**src/rtl/fetch_aligner.sv**
```systemverilog
// Aligns a 32-bit word fetch stream into RVC/RV32 instructions.
// A halfword buffer holds the upper half of a word so compressed and straddling instructions can be reassembled.
module fetch_aligner #(
  parameter logic [31:0] RESET_PC = 32'h0000_0000
) (
  input  logic        clk,
  input  logic        reset,
  input  logic [31:0] fetch_word,
  input  logic [31:0] fetch_pc,
  input  logic        fetch_valid,
  output logic        fetch_ready,
  input  logic        flush,
  input  logic [31:0] flush_pc,
  output logic [31:0] instr,
  output logic [31:0] instr_pc,
  output logic        instr_compressed,
  output logic        instr_valid,
  input  logic        instr_ready
);

  logic [15:0] hb_q, hb_d;
  logic [31:0] hb_pc_q, hb_pc_d;
  logic        hb_valid_q, hb_valid_d;
  logic        skip_low_q, skip_low_d;
  logic [31:0] instr_q, instr_d;
  logic [31:0] instr_pc_q, instr_pc_d;
  logic        instr_compressed_q, instr_compressed_d;
  logic        instr_valid_q, instr_valid_d;

  logic        load_en;
  logic        accept;
  logic        hb_comp;
  logic        word_comp;
  logic [31:0] upper_pc;
  logic [31:0] lower_pc;
  logic        unused_bits;

  assign unused_bits = ^{fetch_pc[1:0], flush_pc[0]};

  always_comb begin
    load_en   = !instr_valid_q || instr_ready;
    hb_comp   = hb_q[1:0] != 2'b11;
    word_comp = fetch_word[1:0] != 2'b11;
    upper_pc  = {fetch_pc[31:2], 2'b10};
    lower_pc  = {fetch_pc[31:2], 2'b00};

    // A word is taken only when the instruction it completes can be loaded,
    // except while dropping a low half, which never produces output.
    fetch_ready = 1'b0;
    if (!reset && !flush) begin
      if (hb_valid_q)
        fetch_ready = hb_comp ? 1'b0 : load_en;
      else if (skip_low_q)
        fetch_ready = 1'b1;
      else
        fetch_ready = load_en;
    end
    accept = fetch_valid && fetch_ready;

    hb_d               = hb_q;
    hb_pc_d            = hb_pc_q;
    hb_valid_d         = hb_valid_q;
    skip_low_d         = skip_low_q;
    instr_d            = instr_q;
    instr_pc_d         = instr_pc_q;
    instr_compressed_d = instr_compressed_q;
    instr_valid_d      = load_en ? 1'b0 : instr_valid_q;

    if (flush) begin
      instr_valid_d = 1'b0;
      hb_valid_d    = 1'b0;
      skip_low_d    = flush_pc[1];
    end else if (hb_valid_q) begin
      if (hb_comp) begin
        if (load_en) begin
          instr_d            = {16'h0000, hb_q};
          instr_pc_d         = hb_pc_q;
          instr_compressed_d = 1'b1;
          instr_valid_d      = 1'b1;
          hb_valid_d         = 1'b0;
        end
      end else if (accept) begin
        instr_d            = {fetch_word[15:0], hb_q};
        instr_pc_d         = hb_pc_q;
        instr_compressed_d = 1'b0;
        instr_valid_d      = 1'b1;
        hb_d               = fetch_word[31:16];
        hb_pc_d            = upper_pc;
      end
    end else if (skip_low_q) begin
      if (accept) begin
        hb_d       = fetch_word[31:16];
        hb_pc_d    = upper_pc;
        hb_valid_d = 1'b1;
        skip_low_d = 1'b0;
      end
    end else if (accept) begin
      instr_pc_d    = lower_pc;
      instr_valid_d = 1'b1;
      if (word_comp) begin
        instr_d            = {16'h0000, fetch_word[15:0]};
        instr_compressed_d = 1'b1;
        hb_d               = fetch_word[31:16];
        hb_pc_d            = upper_pc;
        hb_valid_d         = 1'b1;
      end else begin
        instr_d            = fetch_word;
        instr_compressed_d = 1'b0;
      end
    end
  end

  always_ff @(posedge clk) begin
    if (reset) begin
      hb_q               <= 16'h0000;
      hb_pc_q            <= 32'h0;
      hb_valid_q         <= 1'b0;
      skip_low_q         <= RESET_PC[1];
      instr_q            <= 32'h0;
      instr_pc_q         <= 32'h0;
      instr_compressed_q <= 1'b0;
      instr_valid_q      <= 1'b0;
    end else begin
      hb_q               <= hb_d;
      hb_pc_q            <= hb_pc_d;
      hb_valid_q         <= hb_valid_d;
      skip_low_q         <= skip_low_d;
      instr_q            <= instr_d;
      instr_pc_q         <= instr_pc_d;
      instr_compressed_q <= instr_compressed_d;
      instr_valid_q      <= instr_valid_d;
    end
  end

  assign instr            = instr_q;
  assign instr_pc         = instr_pc_q;
  assign instr_compressed = instr_compressed_q;
  assign instr_valid      = instr_valid_q;

endmodule

```
**config.mk**
```make
export PLATFORM = sky130hd
export DESIGN_NAME = fetch_aligner
export DESIGN_NICKNAME = d
export VERILOG_FILES = /design/src/rtl/fetch_aligner.sv
export SDC_FILE = /design/constraint.sdc
export NUM_CORES = 1
export LEC_CHECK = 0
export ABC_AREA = 1
export CORE_MARGIN = 2
export CORE_UTILIZATION = 50
export CTS_CLUSTER_SIZE = 10
export DETAILED_ROUTE_END_ITERATION = 16
export PLACE_DENSITY_LB_ADDON = 0.15
export SYNTH_ARGS = -nofsm -noshare
export SYNTH_HDL_FRONTEND = slang
export SYNTH_SLANG_ARGS = --single-unit
```
**constraint.sdc**
```tcl
create_clock -name clk -period 2.44 [get_ports clk]
set_clock_uncertainty 0.05 [all_clocks]
set_input_delay 0.61 -clock clk [delete_from_list [all_inputs] [get_ports clk]]
set_output_delay 0.61 -clock clk [all_outputs]
set_load 0.01 [all_outputs]
```
==> results.py <==
metrics = {
    "global_route": {
        "grt_max_degree": 66,
        "grt_pass1_wl_mm": 23.2,
        "antenna_found_initial": 0,
        "track_usage_pct": 25.9,
        "overflow": 0,
        "grt_pass1_vias": 5024,
    },
    "yosys": {
        "ys_seq_area_share_pct": 45.5,
        "synth_top_area_cell": "dfxtp_1",
        "syn_nets": 865,
        "ys_ff_latch": 116,
        "synth_area_leaders": "dfxtp_1 (46%), nor2_1 (15%), nand2_1 (14%), o21ai_0 (6.4%), inv_1 (4.3%)",
        "synth_area_per_cell_sq_um": 6.68,
        "yosys_warnings": 0,
        "netlist_area_sq_um": 5100,
        "syn_inst": 764,
        "yosysTopAreaCellShare_pct": 45.5,
        "synth_cell_types": 25,
    },
    "finish": {
        "final_common_cell": "nor2_1",
        "layout_common_cells": "nor2_1 (195), nand2_1 (189), clkdlybuf4s50_1 (133)",
        "drive_gt1_share_pct": 6.79,
        "layout.nets": 988,
        "design_area_sq_um": 7180,
        "syn2layout_area_growth_pct": 40.8,
        "diodes": 0,
        "fin_cells": 1032,
    },
    "route": {
        "drtIter0Drc": 236,
        "antenna_left": 0,
        "vias_per_cell": 5.03,
        "drt-total-wl_mm": 14.2,
        "first_pass_iters": 5,
        "route.detailed.drc": 0,
        "wl_per_cell_um": 13.7,
        "num_vias": 5192,
    },
    "timing": {
        "hold_violations": 0,
        "fin_crit_sh_pct": 94.9,
        "tightestPinTransition_ps": 548,
        "setup_slack_ps": 124,
        "setup_viol": 0,
        "tns_ps": 0,
        "slew-limit-headroom_pct": 63.4,
        "whs_ps": 398,
        "slew_viol_final": 0,
        "rsz0062_at_grt": "no",
        "fin_crit_ps": 2320,
        "clock.fmax_mhz": 432,
    },
    "cts": {
        "insertion_delay_ps": 510,
        "post_cts_buffers": 0,
        "cts_buffers": 17,
        "cts.path.max_buffers": 2,
        "clock_sinks": 116,
        "cts_tree": "done",
        "cts_hold_buf": 0,
        "htree_levels": 4,
        "cts.clk_slew.worst_paths_ps": 60,
        "clock_tree.root_cell": "clkbuf_8",
    },
    "flow_run": {
        "cap_violations": 0,
    },
    "floorplanning": {
        "num_rows": 36,
        "coreArea_sq_um": 9820,
        "die_w_um": 105,
        "die_y_um": 105,
        "start_util_pct": 51.9,
        "die_area_sq_um": 11000,
        "pin_count": 168,
    },
    "placement": {
        "dpl-instance-area_sq_um": 6600,
        "dpl.hpwl_mm": 9.36,
        "place.gp.congestion": 0.832,
        "dpl.cell_count": 1001,
        "place_ws_ps": -109,
        "portBuffers": 134,
    },
    "run_status": {
        "outcome": "finished, final reports clean",
    },
    "worst_setup_path": {
        "start_kind": "input pin",
        "worst_ep_arrival_time_ps": 1660,
        "critPathKind": "input pin to output port",
        "required_ps": 1780,
        "crit_path_end_kind": "output port",
        "path_max_fanout": 2,
    },
    "power_and_ir_drop": {
        "cellPowerDensity_nw_per_um2": 696,
        "p_leak_nw": 3.26,
        "ir_worst_vdd_mv": 0.428,
    },
    "worst_hold_path": {
        "hp-class": "flop to flop",
    },
}
[layer usage]
metal	GRT usage, %	vias to the layer above	wire [um]
li1	-	2621	-
met1	30.8	2350	5980
met2	45.0	197	7060
met3	5.49	24	891
met4	10.9	0	236
met5	0	-	0
[state kept, by name, summed over array words and instances, names as in the netlist]
register          cells
hb_pc_q              32
hb_q                 16
hb_valid_q            1
instr                32
instr_compressed      1
instr_pc             32
instr_valid           1
skip_low_q            1
[layout make-up]
cell class | instances | area [sq um]
Clock buffer | 21 | 449
Timing Repair Buffer | 153 | 1550
Inverter | 61 | 231
Tap cell | 133 | 166
Fill cell | 825 | 2640
Multi-Input combinational cell | 538 | 2330
Clock inverter | 10 | 131
Sequential cell | 116 | 2320
[worst paths after layout]
check,startpoint,endpoint,cells after the start,slack [ps]
worst min-delay path,hb_pc_q[30]$_SDFFE_PP0P_,hb_pc_q[30]$_SDFFE_PP0P_,2,400
worst max-delay path,instr_ready,fetch_ready,6,120
worst min register to register,hb_pc_q[30]$_SDFFE_PP0P_,hb_pc_q[30]$_SDFFE_PP0P_,2,400
worst max register to register,hb_valid_q$_SDFF_PP0_,hb_pc_q[31]$_SDFFE_PP0P_,9,390
[critical path, cell delays in order]
cell and delay, ps:
clkdlybuf4s50_1 440, nor2_2 160, nand2_2 70, nand3_1 70, inv_1 40, dlygate4sd2_1 270
[synth_stat cells]
cell type and number:
nor2_1 198, nand2_1 189, dfxtp_1 116, o21ai_0 65
inv_1 58, nand3_1 35, clkbuf_1 23, a21oi_1 19
buf_2 18, a22oi_1 15, mux2i_1 7, buf_1 4
buf_4 2, buf_6 2, inv_2 2, nand2_2 2
a21boi_0 1, a21oi_4 1, a31oi_1 1, clkinv_2 1
nand3b_1 1, nand4_4 1, nor2_2 1, nor3_1 1
o21ai_1 1
[kinds of logic (layout without fill, tap and decap cells)]
family / Yosys count / count (layout) / synth area share [%]
and+or+nand+nor: 428 / 428 / 32.9
DFF: 116 / 116 / 45.5
buffers and inverters: 110 / 245 / 9.00
AOI/OAI and AO/OA: 103 / 103 / 11.1
muxes: 7 / 7 / 1.37
[stage by stage]
stage,util [%],power (W)
2_1_floorplan,-,0.00229
3_3_place_gp,67.2,0.00256
3_5_place_dp,67.2,0.00258
4_1_cts,73.1,0.00502
5_1_grt,73.1,0.00517
6_report,73.1,0.00499
[power breakdown]
part	internal (W)	switching [W]	total, W
Clock	0.00159	0.000856	0.00245
Combinational	0.000268	0.000272	0.000541
Sequential	0.00197	0.0000378	0.00200
Total	0.00383	0.00117	0.00499
[timing repair]
item                                    CTS  global route
endpoints found under the hold margin     0             0
gates resized for setup                   2             0
endpoints found under the setup margin    1             0
No activity file was read; power rests on OpenSTA's default activity.
==> patch: new RTL, same settings <==
`instr_pc_q` no longer has a reset.
--- a/src/rtl/fetch_aligner.sv
+++ b/src/rtl/fetch_aligner.sv
@@ -118,5 +118,4 @@
       skip_low_q         <= RESET_PC[1];
       instr_q            <= 32'h0;
-      instr_pc_q         <= 32'h0;
       instr_compressed_q <= 1'b0;
       instr_valid_q      <= 1'b0;
@@ -127,8 +126,11 @@
       skip_low_q         <= skip_low_d;
       instr_q            <= instr_d;
-      instr_pc_q         <= instr_pc_d;
       instr_compressed_q <= instr_compressed_d;
       instr_valid_q      <= instr_valid_d;
     end
+  end
+
+  always_ff @(posedge clk) begin
+    instr_pc_q <= instr_pc_d;
   end
 
Formal check against the unedited RTL: differs if reset is asserted again (counterexample within 4 cycles, from zero or initial values and one cycle with reset high); with reset held inactive, the same outputs for 4 cycles.
==> patch against the unedited design <==
  * Final area grew 2.6%
  * Sequential cell count is the same
  * Wire length shrank 11%
  * Synthesized area grew 3.6%
  * Setup slack gained 43 ps
  * Power shrank 1.2%
  * Synthesized cell count shrank 2.2%
  * Highest routed layer unchanged
==> patch: results (changes against the unedited design) <==
WL met2=6417 um (-9.1%); Final Non-Filler Cells=1029 (-0.29%); async set-reset flop share out of synthesis=0% (unchanged); syn nets=848 (-2.0%); number of synthesized flops with an enable pin=32 (+32); dpl hpwl=8628 um (-7.8%); met1 track demand over resource=26.27% (-4.5 points); post-CTS setup buffers=0 (unchanged); Worst R2R Setup Slack=630 ps (+240 ps); Multi-In Gates=469 (-13%); worst reg-to-reg path cell count=8 (-1); relative slew slack=64.62% (+1.2 points); sequential share of the synthesized area=50.01% (+4.5 points); CTS Buffer Depth=2 (unchanged); Worst R2R End=instr[31]; Compound-Gate Fraction of Synth Area=7.364% (-3.8 points); layout buffer count excluding clock buffers=154 (+0.65%); Placer Congestion=0.8161 (-1.9%); Arrival @ worst endpoint=1610 ps (-50 ps); DRT met1 WL=5278 um (-12%); peak supply drop=0.4000 mV (-6.5%); leakage power=3.450 nW (+5.9%); routing usage on met2=41.45% (-3.5 points); Critical Path Start=flush; CP peak stage delay=430 ps; vias in the first global route=4751 (-5.4%); number of fill cells=836 (+1.3%); outcome=finished, final reports clean; WHS Endpoint=hb_pc_q[0]; clock network area share=7.730% (-0.36 points); Crit Path Max Fanout=2 (unchanged); hold wc startpoint=hb_pc_q[0]; mux contribution to synthesized area=0% (-1.4 points); routed wl met3=769 um (-14%); layout cells sized above 1=7.055% (+0.27 points); GRT Util Overall=23.18% (-2.7 points); synth top area cells=dfxtp_1 32%, edfxtp_1 18%, nand2_1 15%, nor2_1 11%, inv_1 8.5%; Inverters, non-clock=122 (+100%); FFs & Latches=116 (unchanged); Data buffer area share=21.03% (-0.49 points); commonest cells in the synthesized netlist=213 x nand2_1, 159 x nor2_1, 120 x inv_1; first-pass GRT wire length=21070 um (-9.2%); register area=2643 um^2 (+14%); WL final=12680 um (-11%); uppermost layer routed=met4; worst hold slack=407.0 ps (+9.270 ps); sequential power=2.07 mW (+3%); grt met3 use=6.201% (+0.71 points); DR iter-0 viols=235 (-0.42%); largest net degree at the start of global routing=64 (-3.0%); Final nets=981 (-0.71%); area of the multi-input gates=1972 um^2 (-15%); Syn Inst Count=747 (-2.2%); via count=4885 (-5.9%); Clock Power Share=47.6% (-1.5 points); P_sw=1.166 mW (about the same)
[patch: cell types whose count changed in the layout (fill, tap and decap cells not counted), sizes merged, moves of 29 or more]
cell,unedited run,this run
inv,59,124
edfxtp,0,32
nand3,35,6
nor2,199,161
dfxtp,116,84
[patch: per-stage QoR]
| stage | util, % | worst slack [ps] | instance area (um^2) | power (mW) |
|---|---|---|---|---|
| after floorplan | - | 88.44 | 5288 | 2.356 |
| after global placement | 66.14 | -269.1 | 6798 | 2.608 |
| after detailed placement | 66.14 | -301.9 | 6798 | 2.624 |
| after CTS | 71.69 | 16.70 | 7368 | 4.967 |
| after global routing | 71.66 | 81.80 | 7365 | 5.122 |
| final | 71.66 | 167.0 | 7365 | 4.935 |
[patch: repair_timing]
| item | in CTS | in global routing |
|---|---|---|
| resized for setup | 2 | 2 |
| cloned | 0 | 0 |
| setup endpoints to repair | 1 | 1 |
[patch: kinds of logic after synthesis]
group / after synthesis
DFF: 116
and+or+nand+nor: 398
buffers and inverters: 162
AOI/OAI and AO/OA: 71
